<file path="src/rtl/tone_pkg.sv">
// Shared definitions for the tone oscillator channel.
// Latency: n/a (constants and types only).
// Backpressure: n/a.
//
// Contents: register addresses, CTRL bit positions, wave type encodings,
// and the length-counter state type.
package tone_pkg;

    // Register port addresses
    localparam logic [1:0] REG_FREQ_LO = 2'd0;
    localparam logic [1:0] REG_FREQ_HI = 2'd1;
    localparam logic [1:0] REG_CTRL    = 2'd2;
    localparam logic [1:0] REG_LENGTH  = 2'd3;

    // CTRL register bit positions
    localparam int CTRL_TYPE_LSB = 0;
    localparam int CTRL_TYPE_MSB = 2;
    localparam int CTRL_ENABLE   = 3;
    localparam int CTRL_LEN_EN   = 4;
    localparam int CTRL_KEY_ON   = 5;

    // Wave types understood by the downstream LUT
    typedef enum logic [2:0] {
        WAVE_SQ_D0      = 3'd0,
        WAVE_SQ_D1      = 3'd1,
        WAVE_SQ_D2      = 3'd2,
        WAVE_SQ_D3      = 3'd3,
        WAVE_MEM_NORMAL = 3'd4,
        WAVE_MEM_RANDOM = 3'd5,
        WAVE_MEM_FIRST  = 3'd6,
        WAVE_MEM_SECOND = 3'd7
    } wave_t;

    // Channel state: IDLE is silent/frozen, RUN advances phase and length
    typedef enum logic {
        LEN_IDLE = 1'b0,
        LEN_RUN  = 1'b1
    } len_state_t;

endpackage

</file>
<file path="src/rtl/tone_length_ctr.sv">
// Note-length counter and channel active flag (IDLE/RUN state machine).
// Latency: load/expiry take effect on the clock edge they are sampled; active is registered.
// Backpressure: none; load and tick are accepted every cycle.
//
// Ports: clk_in, reset_n_in (async active-low), load (key_on strobe),
//        tick (sample strobe), length_en, length_val (reload value),
//        active (channel running).
module tone_length_ctr
    import tone_pkg::*;
(
    input  logic       clk_in,
    input  logic       reset_n_in,
    input  logic       load,
    input  logic       tick,
    input  logic       length_en,
    input  logic [7:0] length_val,
    output logic       active
);

    len_state_t state;
    len_state_t state_nxt;
    logic [7:0] len_cnt;
    logic       count_step;
    logic       expire;

    // A zero count never decrements, which is what makes length 0 mean "infinite".
    assign count_step = tick && (state == LEN_RUN) && length_en && (len_cnt != 8'd0);
    assign expire     = count_step && (len_cnt == 8'd1);

    // State register
    always_ff @(posedge clk_in or negedge reset_n_in) begin
        if (!reset_n_in) begin
            state <= LEN_IDLE;
        end else begin
            state <= state_nxt;
        end
    end

    // Next state: a load always (re)starts the channel, even on the expiry tick.
    always_comb begin
        state_nxt = state;
        case (state)
            LEN_IDLE: if (load) state_nxt = LEN_RUN;
            LEN_RUN: begin
                if (load) begin
                    state_nxt = LEN_RUN;
                end else if (expire) begin
                    state_nxt = LEN_IDLE;
                end
            end
        endcase
    end

    // Output
    always_comb begin
        active = (state == LEN_RUN);
    end

    // Count register
    always_ff @(posedge clk_in or negedge reset_n_in) begin
        if (!reset_n_in) begin
            len_cnt <= 8'd0;
        end else if (load) begin
            len_cnt <= length_val;
        end else if (count_step) begin
            len_cnt <= len_cnt - 8'd1;
        end
    end

endmodule

</file>
<file path="src/rtl/tone_osc.sv">
// Single-channel tone oscillator: register file, phase accumulator, LUT address/gate/wrap.
// Latency: a tick or register write sampled at edge N is visible on outputs from cycle N+1.
// Backpressure: none; register writes and ticks are accepted every cycle without stall.
//
// Ports: clk_in, reset_n_in (async active-low), tick_in, reg_addr_in[1:0],
//        reg_data_in[7:0], reg_write_en_in, lut_addr_out[4:0], wave_type_out[2:0],
//        gate_out, wrap_out.
module tone_osc
    import tone_pkg::*;
#(
    parameter int ACC_WIDTH = 20
)
(
    input  logic       clk_in,
    input  logic       reset_n_in,
    input  logic       tick_in,
    input  logic [1:0] reg_addr_in,
    input  logic [7:0] reg_data_in,
    input  logic       reg_write_en_in,
    output logic [4:0] lut_addr_out,
    output logic [2:0] wave_type_out,
    output logic       gate_out,
    output logic       wrap_out
);

    localparam int SUM_W = ACC_WIDTH + 1;

    logic [7:0]           shadow_lo;
    logic [15:0]          freq;
    wave_t                wave_type;
    logic                 enable;
    logic                 length_en;
    logic [7:0]           length_reg;
    logic [ACC_WIDTH-1:0] acc;
    logic                 wrap;
    logic                 active;

    logic                 wr_lo;
    logic                 wr_hi;
    logic                 wr_ctrl;
    logic                 wr_len;
    logic                 key_on;
    logic [SUM_W-1:0]     acc_sum;

    // Register decode
    assign wr_lo   = reg_write_en_in && (reg_addr_in == REG_FREQ_LO);
    assign wr_hi   = reg_write_en_in && (reg_addr_in == REG_FREQ_HI);
    assign wr_ctrl = reg_write_en_in && (reg_addr_in == REG_CTRL);
    assign wr_len  = reg_write_en_in && (reg_addr_in == REG_LENGTH);
    assign key_on  = wr_ctrl && reg_data_in[CTRL_KEY_ON];

    // Extra top bit of the sum is the wrap carry.
    assign acc_sum = {1'b0, acc} + SUM_W'(freq);

    // Register file. freq only changes on the HI write so the 16-bit update is atomic;
    // a tick in the same cycle still sees the old freq through acc_sum.
    always_ff @(posedge clk_in or negedge reset_n_in) begin
        if (!reset_n_in) begin
            shadow_lo  <= 8'd0;
            freq       <= 16'd0;
            wave_type  <= WAVE_SQ_D0;
            enable     <= 1'b0;
            length_en  <= 1'b0;
            length_reg <= 8'd0;
        end else begin
            if (wr_lo) begin
                shadow_lo <= reg_data_in;
            end
            if (wr_hi) begin
                freq <= {reg_data_in, shadow_lo};
            end
            if (wr_ctrl) begin
                wave_type <= wave_t'(reg_data_in[CTRL_TYPE_MSB:CTRL_TYPE_LSB]);
                enable    <= reg_data_in[CTRL_ENABLE];
                length_en <= reg_data_in[CTRL_LEN_EN];
            end
            if (wr_len) begin
                length_reg <= reg_data_in;
            end
        end
    end

    // Phase accumulator. key_on beats a coincident tick: phase restarts with no wrap.
    always_ff @(posedge clk_in or negedge reset_n_in) begin
        if (!reset_n_in) begin
            acc  <= '0;
            wrap <= 1'b0;
        end else if (key_on) begin
            acc  <= '0;
            wrap <= 1'b0;
        end else if (tick_in && active) begin
            acc  <= acc_sum[ACC_WIDTH-1:0];
            wrap <= acc_sum[ACC_WIDTH];
        end else begin
            wrap <= 1'b0;
        end
    end

    // length_en here is the stored value; on key_on the load takes priority anyway.
    tone_length_ctr u_length_ctr (
        .clk_in     (clk_in),
        .reset_n_in (reset_n_in),
        .load       (key_on),
        .tick       (tick_in),
        .length_en  (length_en),
        .length_val (length_reg),
        .active     (active)
    );

    assign lut_addr_out  = acc[ACC_WIDTH-1 -: 5];
    assign wave_type_out = wave_type;
    assign gate_out      = enable && active;
    assign wrap_out      = wrap;

endmodule

</file>
<file path="config.mk">
export PLATFORM = sky130hd
export DESIGN_NAME = tone_osc
export DESIGN_NICKNAME = d
export VERILOG_FILES = /design/src/rtl/tone_pkg.sv /design/src/rtl/tone_length_ctr.sv /design/src/rtl/tone_osc.sv
export SDC_FILE = /design/constraint.sdc
export NUM_CORES = 1
export LEC_CHECK = 0
export CAP_MARGIN = 15
export CORE_ASPECT_RATIO = 1.25
export CORE_MARGIN = 2
export CORE_UTILIZATION = 61
export CTS_BUF_LIST = sky130_fd_sc_hd__clkbuf_4
export CTS_CLUSTER_DIAMETER = 60
export DETAILED_ROUTE_END_ITERATION = 10
export PLACE_DENSITY = 0.82
export SETUP_SLACK_MARGIN = 0.5
export SLEW_MARGIN = 15
export SYNTH_ARGS = -nofsm -noshare
export SYNTH_HDL_FRONTEND = slang
export SYNTH_SLANG_ARGS = --single-unit
</file>
<file path="constraint.sdc">
create_clock -name clk_in -period 2.39 [get_ports clk_in]
set_input_delay 0.3585 -clock clk_in [delete_from_list [all_inputs] [get_ports clk_in]]
set_output_delay 0.3585 -clock clk_in [all_outputs]
set_load 0.01 [all_outputs]
</file>
==> out/qor.yml, run 1 <==
status: "complete, no violations"
rsz0062_at_grt: "yes"
cp_top_family: "simple AND/OR/NAND/NOR gates"
die_w_um: 73.4
htree_levels: 3
cts_buffers: 9
clkTransAtPathRegs_ns: 0.13
drive_gt1_frac: 0.238
vias_per_cell: 5.97
synthesis.nets: 385
crit_slowest_cell: "dfrtp_1"
syn_avg_cell_area_sq_um: 10.5
synth_edf_count: 0
post_drt_wl_per_cell_um: 17.2
hold_path.class: "in -> async"
syn_to_final_growth_pct: 19.1
critPathCaptureType: "flip-flop"
diodes: 0
yosysWarningCount: 0
synth_flop_cell: "dfrtp_1"
grt_pass1_wl_um: 13200
grt_max_degree: 68
synthTopCellsByArea: "dfrtp_1 (46%), ha_1 (6.5%), mux2_2 (5.8%)"
vias: 2782
layout_worst_path_cycle_share: 0.938
skew_ns: 0.0214
drtIter0Drc: 174
clock_latency_ns: 0.43
drv_cap: 0
dieArea_sq_um: 6660
crit_buf_inv: 1
reg_top3: "acc (20), freq (16)"
cts-root-buf: "clkbuf_4"
grtUsageTotal: 0.260
route.detailed.drc: 0
antenna_left: 0
max_freq_mhz: 446
wl_um: 8000
path_class: "reg -> reg"
cts_buffer_depth: 2
synthDistinctLibCells: 52
top_register: "acc"
ys_seq_area_frac: 0.456
post-route-min-period_ns: 2.24
firstDrtPassIters: 4
cp-startpoint: "acc[0]"
syn_inst: 351
async_reset_ff_frac: 1.00
design.core.area_sq_um: 5820
timing.rr.start: "acc[0]"
synthesis.area_sq_um: 3670
ir_drop_mv: 0.717
cp_common_cell: "o2111a_1"
power_leakage_nw: 1.91
cp-start-kind: "flip-flop"
fp-row-count: 31
drv_slew: 0
relSlewSlack: 0.726
io_buffers: 23
finalNetCount: 429
fin_tns_setup_ns: 0
setup_viol: 0
pin_count: 24
utilization: 0.752
power_density_nw_per_um2: 1200
hpwlAfterDp_um: 5540
max_stage_delay_ns: 0.41
die_y_um: 90.8
gp_congestion: 0.907
hold_viol: 0
initial_core_util: 0.631
cts_sinks: 67
antenna_found_initial: 0
grt_pass1_vias: 2835
worstPathCellList: "ha_2 -> inv_2 -> fa_2 -> and2b_2 -> o2111a_1 -> o2111ai_2 -> nand3_1 -> or3_1 -> o2111a_1"
largest_reg_flops: 20
worst_ep_arrival_time_ns: 2.57
ys_ff_latch: 67
cp.required_ns: 2.71
overflow: 0
cp_max_fo: 3
tritoncts: "done"
synth_top_cell_area_share: 0.456
worst_slew_pin_slew_ns: 0.410
finalPower_w: 0.00525
synth_area_leader_cell: "dfrtp_1"
-- power by group --
part	total [W]	leakage [nW]	internal (W)	switching, W
combinational	0.00276	1.03	0.00128	0.00148
clock	0.000673	0.0636	0.000235	0.000438
sequential	0.00182	0.810	0.00150	0.000318
total	0.00525	1.91	0.00302	0.00224
-- cells in the mapped netlist, types with 10 or more instances --
| cell | count |
|---|---|
| ha_1 | 19 |
| nand2_1 | 45 |
| nand3_1 | 13 |
| mux2_1 | 16 |
| dfrtp_1 | 67 |
| inv_1 | 11 |
| o21ai_1 | 21 |
| mux2_2 | 19 |
| nor2_1 | 16 |
| o21ai_0 | 10 |
| a21oi_1 | 21 |
-- cell type report --
class / instances / area [sq um]
flip-flops and latches: 67 / 1680
clock inverters: 6 / 50.0
multi-input cells: 260 / 2020
well taps: 66 / 82.6
clock buffers: 10 / 75.1
fillers: 383 / 1440
inverters: 11 / 41.3
repair buffers: 46 / 427
-- layout by cell type, fill, tap and decap left out, types with 2 or more instances in the layout --
cell type and instances:
clkbuf_4 10, nor2_1 16, nand2_1 45, inv_1 10
buf_6 3, nor3_1 7, a21oi_2 7, nand4_1 2
buf_4 18, o2111a_1 2, ha_1 14, mux2i_1 2
a31oi_1 2, dfrtp_1 66, xnor2_1 8, ha_2 4
o21ai_1 20, clkinv_4 2, nand3_1 13, mux2_1 16
inv_6 2, xor2_1 7, and2_1 3, a21oi_1 14
a21o_1 2, a31oi_4 2, mux2_2 19, o2111ai_2 2
clkdlybuf4s50_1 21, nand3b_1 2, o21ai_0 10, clkinvlp_4 2
nand2b_1 3, and3_1 3, a211oi_1 5
-- worst min-delay path, delay by kind of cell --
kind / cells / cell delay, ns
buffers and inverters: 3 / 0.95
-- logic make-up (layout without fill, tap and decap cells) --
logic type	count (synthesis)	after routing	synth area share
adder cells (fa/ha/maj)	20	20	0.0702
flip-flops	67	67	0.456
XOR/XNOR	16	16	0.0381
buffers and inverters	24	73	0.0300
AND/OR/NAND/NOR	106	106	0.147
multiplexers	37	37	0.113
AO/OA/AOI/OAI	81	81	0.145
-- path summary, 6_finish.rpt --
check                                           to  depth (start not counted)  slack (ns)
setup reg to reg                           acc[12]                          9        0.15
min in group clk_in        u_length_ctr.len_cnt[3]                          2        0.48
hold / removal                             freq[5]                          3        0.47
setup / recovery                           acc[12]                          9        0.15
hold reg to reg            u_length_ctr.len_cnt[3]                          2        0.48
max in group asynchronous  u_length_ctr.len_cnt[0]                          3        1.62
-- routing by layer --
| metal | up-vias | share of wire | track usage |
|---|---|---|---|
| li1 | 1338 | - | - |
| met4 | 0 | 0.033 | 0.129 |
| met5 | - | 0 | 0 |
| met2 | 75 | 0.51 | 0.427 |
| met1 | 1343 | 0.42 | 0.311 |
| met3 | 26 | 0.032 | 0.0658 |
-- stage by stage --
stage,instance area (sq um),hold WS [ns],cells,setup WS (ns)
finish,4370,0.466,466,0.148
global route,4370,0.482,466,0.0222
CTS,4280,0.466,459,0.163
detailed placement,4010,0.400,436,0.119
global placement,4010,0.401,436,0.194
floorplan,3690,0.0629,351,0.338
-- what timing repair did --
action / in CTS / in global routing
endpoints found under the setup margin: 13 / 20
resized for setup: 20 / 10
endpoints found under the hold margin: 67 / 0
buffers inserted: 6 / 7
hold buffers: 1 / 0
pin swaps: 25 / 16
(Power assumes the default switching activity.)
==> run 2, diff against run 1 <==
- CORE_MARGIN: 2 -> 5
- SYNTH_HIERARCHICAL: default -> 1
==> run 2 against run 1 <==
- area after synthesis decreased by 0.24%
- combinational power rose by 18%
- design area increased by 4.9%
- critical path depth decreased by 2
- die area increased by 15%
- synthesized cell count is 1.1% lower
- first-iteration DRC count is 17% lower
- global-route usage fell by 2.1 points
- critical endpoint is now acc[18]
- largest power group unchanged
==> out/qor.yml, run 2 <==
dp.cells: 435  # was 436
power_density_nw_per_um2: 1240  # was 1200 nW/um^2
post_drt_wl_per_cell_um: 18.9  # was 17.2 um
power_leakage_nw: 1.90  # was 1.91 nW
reg_top3: "acc (20), freq (16)"  # unchanged
clock_latency_ns: 0.40  # was 0.43 ns
diodes: 0  # unchanged
cts_buffers: 9  # unchanged
synthAdderAreaFrac: 0.0703  # was 0.0702
crit_slowest_cell: "dfrtp_1"  # unchanged
syn_avg_cell_area_sq_um: 10.6  # was 10.5 sq um
yosys.area_share.simple: 0.142  # was 0.147
rsz0062_at_grt: "yes"  # unchanged
pin_count: 24  # unchanged
die_y_um: 96.7  # was 90.8 um
layout_worst_path_cycle_share: 0.976  # was 0.938
cp.required_ns: 2.70  # was 2.71 ns
place_area_sq_um: 4160  # was 4010 sq um
whs_ns: 0.402  # was 0.466 ns
async_reset_ff_frac: 1.00  # unchanged
hpwlAfterDp_um: 5860  # was 5540 um
status: "complete, no violations"  # unchanged
io_buffers: 23  # unchanged
clkTransAtPathRegs_ns: 0.11  # was 0.13 ns
overflow: 0  # unchanged
synth_flop_cell: "dfrtp_1"  # unchanged
cts_buffer_depth: 2  # unchanged
wl_um: 8770  # was 8000 um
tritoncts: "done"  # unchanged
top_register: "acc"  # unchanged
relSlewSlack: 0.601  # was 0.726
cts-root-buf: "clkbuf_4"  # unchanged
post-route-min-period_ns: 2.33  # was 2.24 ns
syn_to_final_growth_pct: 25.3  # was 19.1%
design.core.area_sq_um: 5820  # unchanged
synth.mux.area_fraction: 0.119  # was 0.113
worst_slew_pin_slew_ns: 0.592  # was 0.410 ns
finalNetCount: 429  # unchanged
grtUsageTotal: 0.239  # was 0.260
finalPower_w: 0.00568  # was 0.00525 W
vias: 2884  # was 2,782
grt_max_degree: 52  # was 68
cts_sinks: 67  # unchanged
ys_seq_area_frac: 0.457  # was 0.456
synthesis.nets: 381  # was 385
hold_viol: 0  # unchanged
synthDistinctLibCells: 50  # was 52
ys_ff_latch: 67  # unchanged
stdcell_area_sq_um: 4590  # was 4370 sq um
synth_top_cell_area_share: 0.457  # was 0.456
vias_per_cell: 6.20  # was 5.97
die_w_um: 79.3  # was 73.4 um
yosysWarningCount: 6  # was 0
synth_edf_count: 0  # unchanged
path_class: "reg -> reg"  # unchanged
gp_congestion: 0.805  # was 0.907
setup_viol: 0  # unchanged
synthTopCellsByArea: "dfrtp_1 (46%), mux2_2 (12%), ha_1 (6.5%)"  # was dfrtp_1 (46%), ha_1 (6.5%), mux2_2 (5.8%)
drive_gt1_frac: 0.331  # was 0.238
synth_xor_xnor_area_share: 0.0311  # was 0.0381
synth_area_leader_cell: "dfrtp_1"  # unchanged
ir_drop_mv: 0.944  # was 0.717 mV
largest_reg_flops: 20  # unchanged
grt_pass1_wl_um: 14400  # was 13,200 um
initial_core_util: 0.630  # was 0.631
skew_ns: 0.0121  # was 0.0214 ns
synthesis.area_sq_um: 3660  # was 3670 sq um
synth_most_common_cell: "dfrtp_1"  # unchanged
antenna_left: 0  # unchanged
grt_pass1_vias: 3009  # was 2,835
drv_cap: 0  # unchanged
max_stage_delay_ns: 0.39  # was 0.41 ns
cp-start-kind: "flip-flop"  # unchanged
worst_ep_arrival_time_ns: 2.64  # was 2.57 ns
final_cell_mix: "dfrtp_1 (65), mux2_2 (36), nand2_1 (26), clkdlybuf4s50_1 (22), buf_4 (21)"  # was dfrtp_1 (66), nand2_1 (45), clkdlybuf4s50_1 (21), o21ai_1 (20), mux2_2 (19)
max_freq_mhz: 429  # was 446 MHz
cp_max_fo: 4  # was 3
synthTopCellsByCount: "dfrtp_1 (67), mux2_2 (38), a21oi_1 (28), nand2_1 (27), o21ai_0 (21)"  # was dfrtp_1 (67), nand2_1 (45), a21oi_1 (21), o21ai_1 (21)
drtIter0Drc: 145  # was 174
worstPathCellList: "ha_1 -> nor2b_4 -> o31a_1 -> o311a_4 -> o21bai_4 -> mux2_4 -> a2111oi_4"  # was ha_2 -> inv_2 -> fa_2 -> and2b_2 -> o2111a_1 -> o2111ai_2 -> nand3_1 -> or3_1 -> o2111a_1
firstDrtPassIters: 4  # unchanged
syn_inst: 347  # was 351
htree_levels: 3  # unchanged
synth_top_family_by_area: "compound AO/OA/AOI/OAI gates"  # was simple AND/OR/NAND/NOR gates
fp-row-count: 31  # unchanged
fin_cells: 465  # was 466
antenna_found_initial: 0  # unchanged
drv_slew: 0  # unchanged
final_common_cell: "dfrtp_1"  # unchanged
dieArea_sq_um: 7670  # was 6660 sq um
critPathCaptureType: "flip-flop"  # unchanged
hold_path.class: "in -> async"  # unchanged
synth-compound-area-share: 0.147  # was 0.145
route.detailed.drc: 0  # unchanged
[run 2: per-layer routing]
layer  vias up  part of all wire  global-route usage  routed length (um)
met2        96              0.53               0.402                4610
met3        22             0.046              0.0474                 407
met1      1421              0.40               0.294                3480
met5         -                 0                   0                   0
met4         0             0.031               0.102                 275
li1       1345                 -                   -                   -
[run 2: final timing paths]
check	from	endpoint	slack [ns]	depth (start not counted)
max in group asynchronous	reset_n_in	u_length_ctr/active	1.38	3
min in group clk_in	length_reg[4]	u_length_ctr/len_cnt[4]	0.49	2
min reg2reg	length_reg[4]	u_length_ctr/len_cnt[4]	0.49	2
max reg2reg	freq[2]	acc[18]	0.06	7
max	freq[2]	acc[18]	0.06	7
min	reset_n_in	length_reg[2]	0.40	2
[run 2: timing repair]
item,in CTS,in global routing
setup endpoints to repair,17,20
pin swaps,21,22
hold endpoints to repair,16,0
resized for setup,18,26
buffers inserted,9,5
hold buffers,1,0
[run 2: through the flow]
step | TNS [ns] | setup WS [ns] | util
final | 0 | 0.0585 | 0.789
after global routing | -0.0405 | -0.0405 | 0.789
after CTS | 0 | 0.0458 | 0.758
after detailed placement | -0.0109 | -0.0109 | 0.715
after global placement | 0 | 0.0492 | 0.715
after floorplan | 0 | 0.124 | -
[run 2: where the power goes]
part / total, W / switching (W) / internal (W)
clock network: 0.000604 / 0.000404 / 0.000199
registers: 0.00183 / 0.000341 / 0.00149
logic: 0.00325 / 0.00164 / 0.00161
[run 2: layout make-up]
type	instances	area, sq um
multi-input cells	254	2220
flip-flops and latches	67	1680
fillers	347	1230
repair buffers	50	458
well taps	66	82.6
clock buffers	9	67.6
inverters	13	48.8
clock inverters	6	33.8
[run 2: cells by family (layout without fill, tap and decap cells)]
family	after synthesis	in the layout
AOI/OAI and AO/OA	86	86
xor gates and xnor gates	13	13
adders and majority gates	20	20
buffers and inverters	26	78
DFF	67	67
muxes	39	39
and+or+nand+nor	96	96
[run 2: critical path, delay by kind of cell (launching register included)]
family,cells,cell delay (ns)
flip-flops,1,0.39
adder cells (fa/ha/maj),1,0.37
multiplexers,1,0.33
AND/OR/NAND/NOR,1,0.16
AO/OA/AOI/OAI,4,0.99
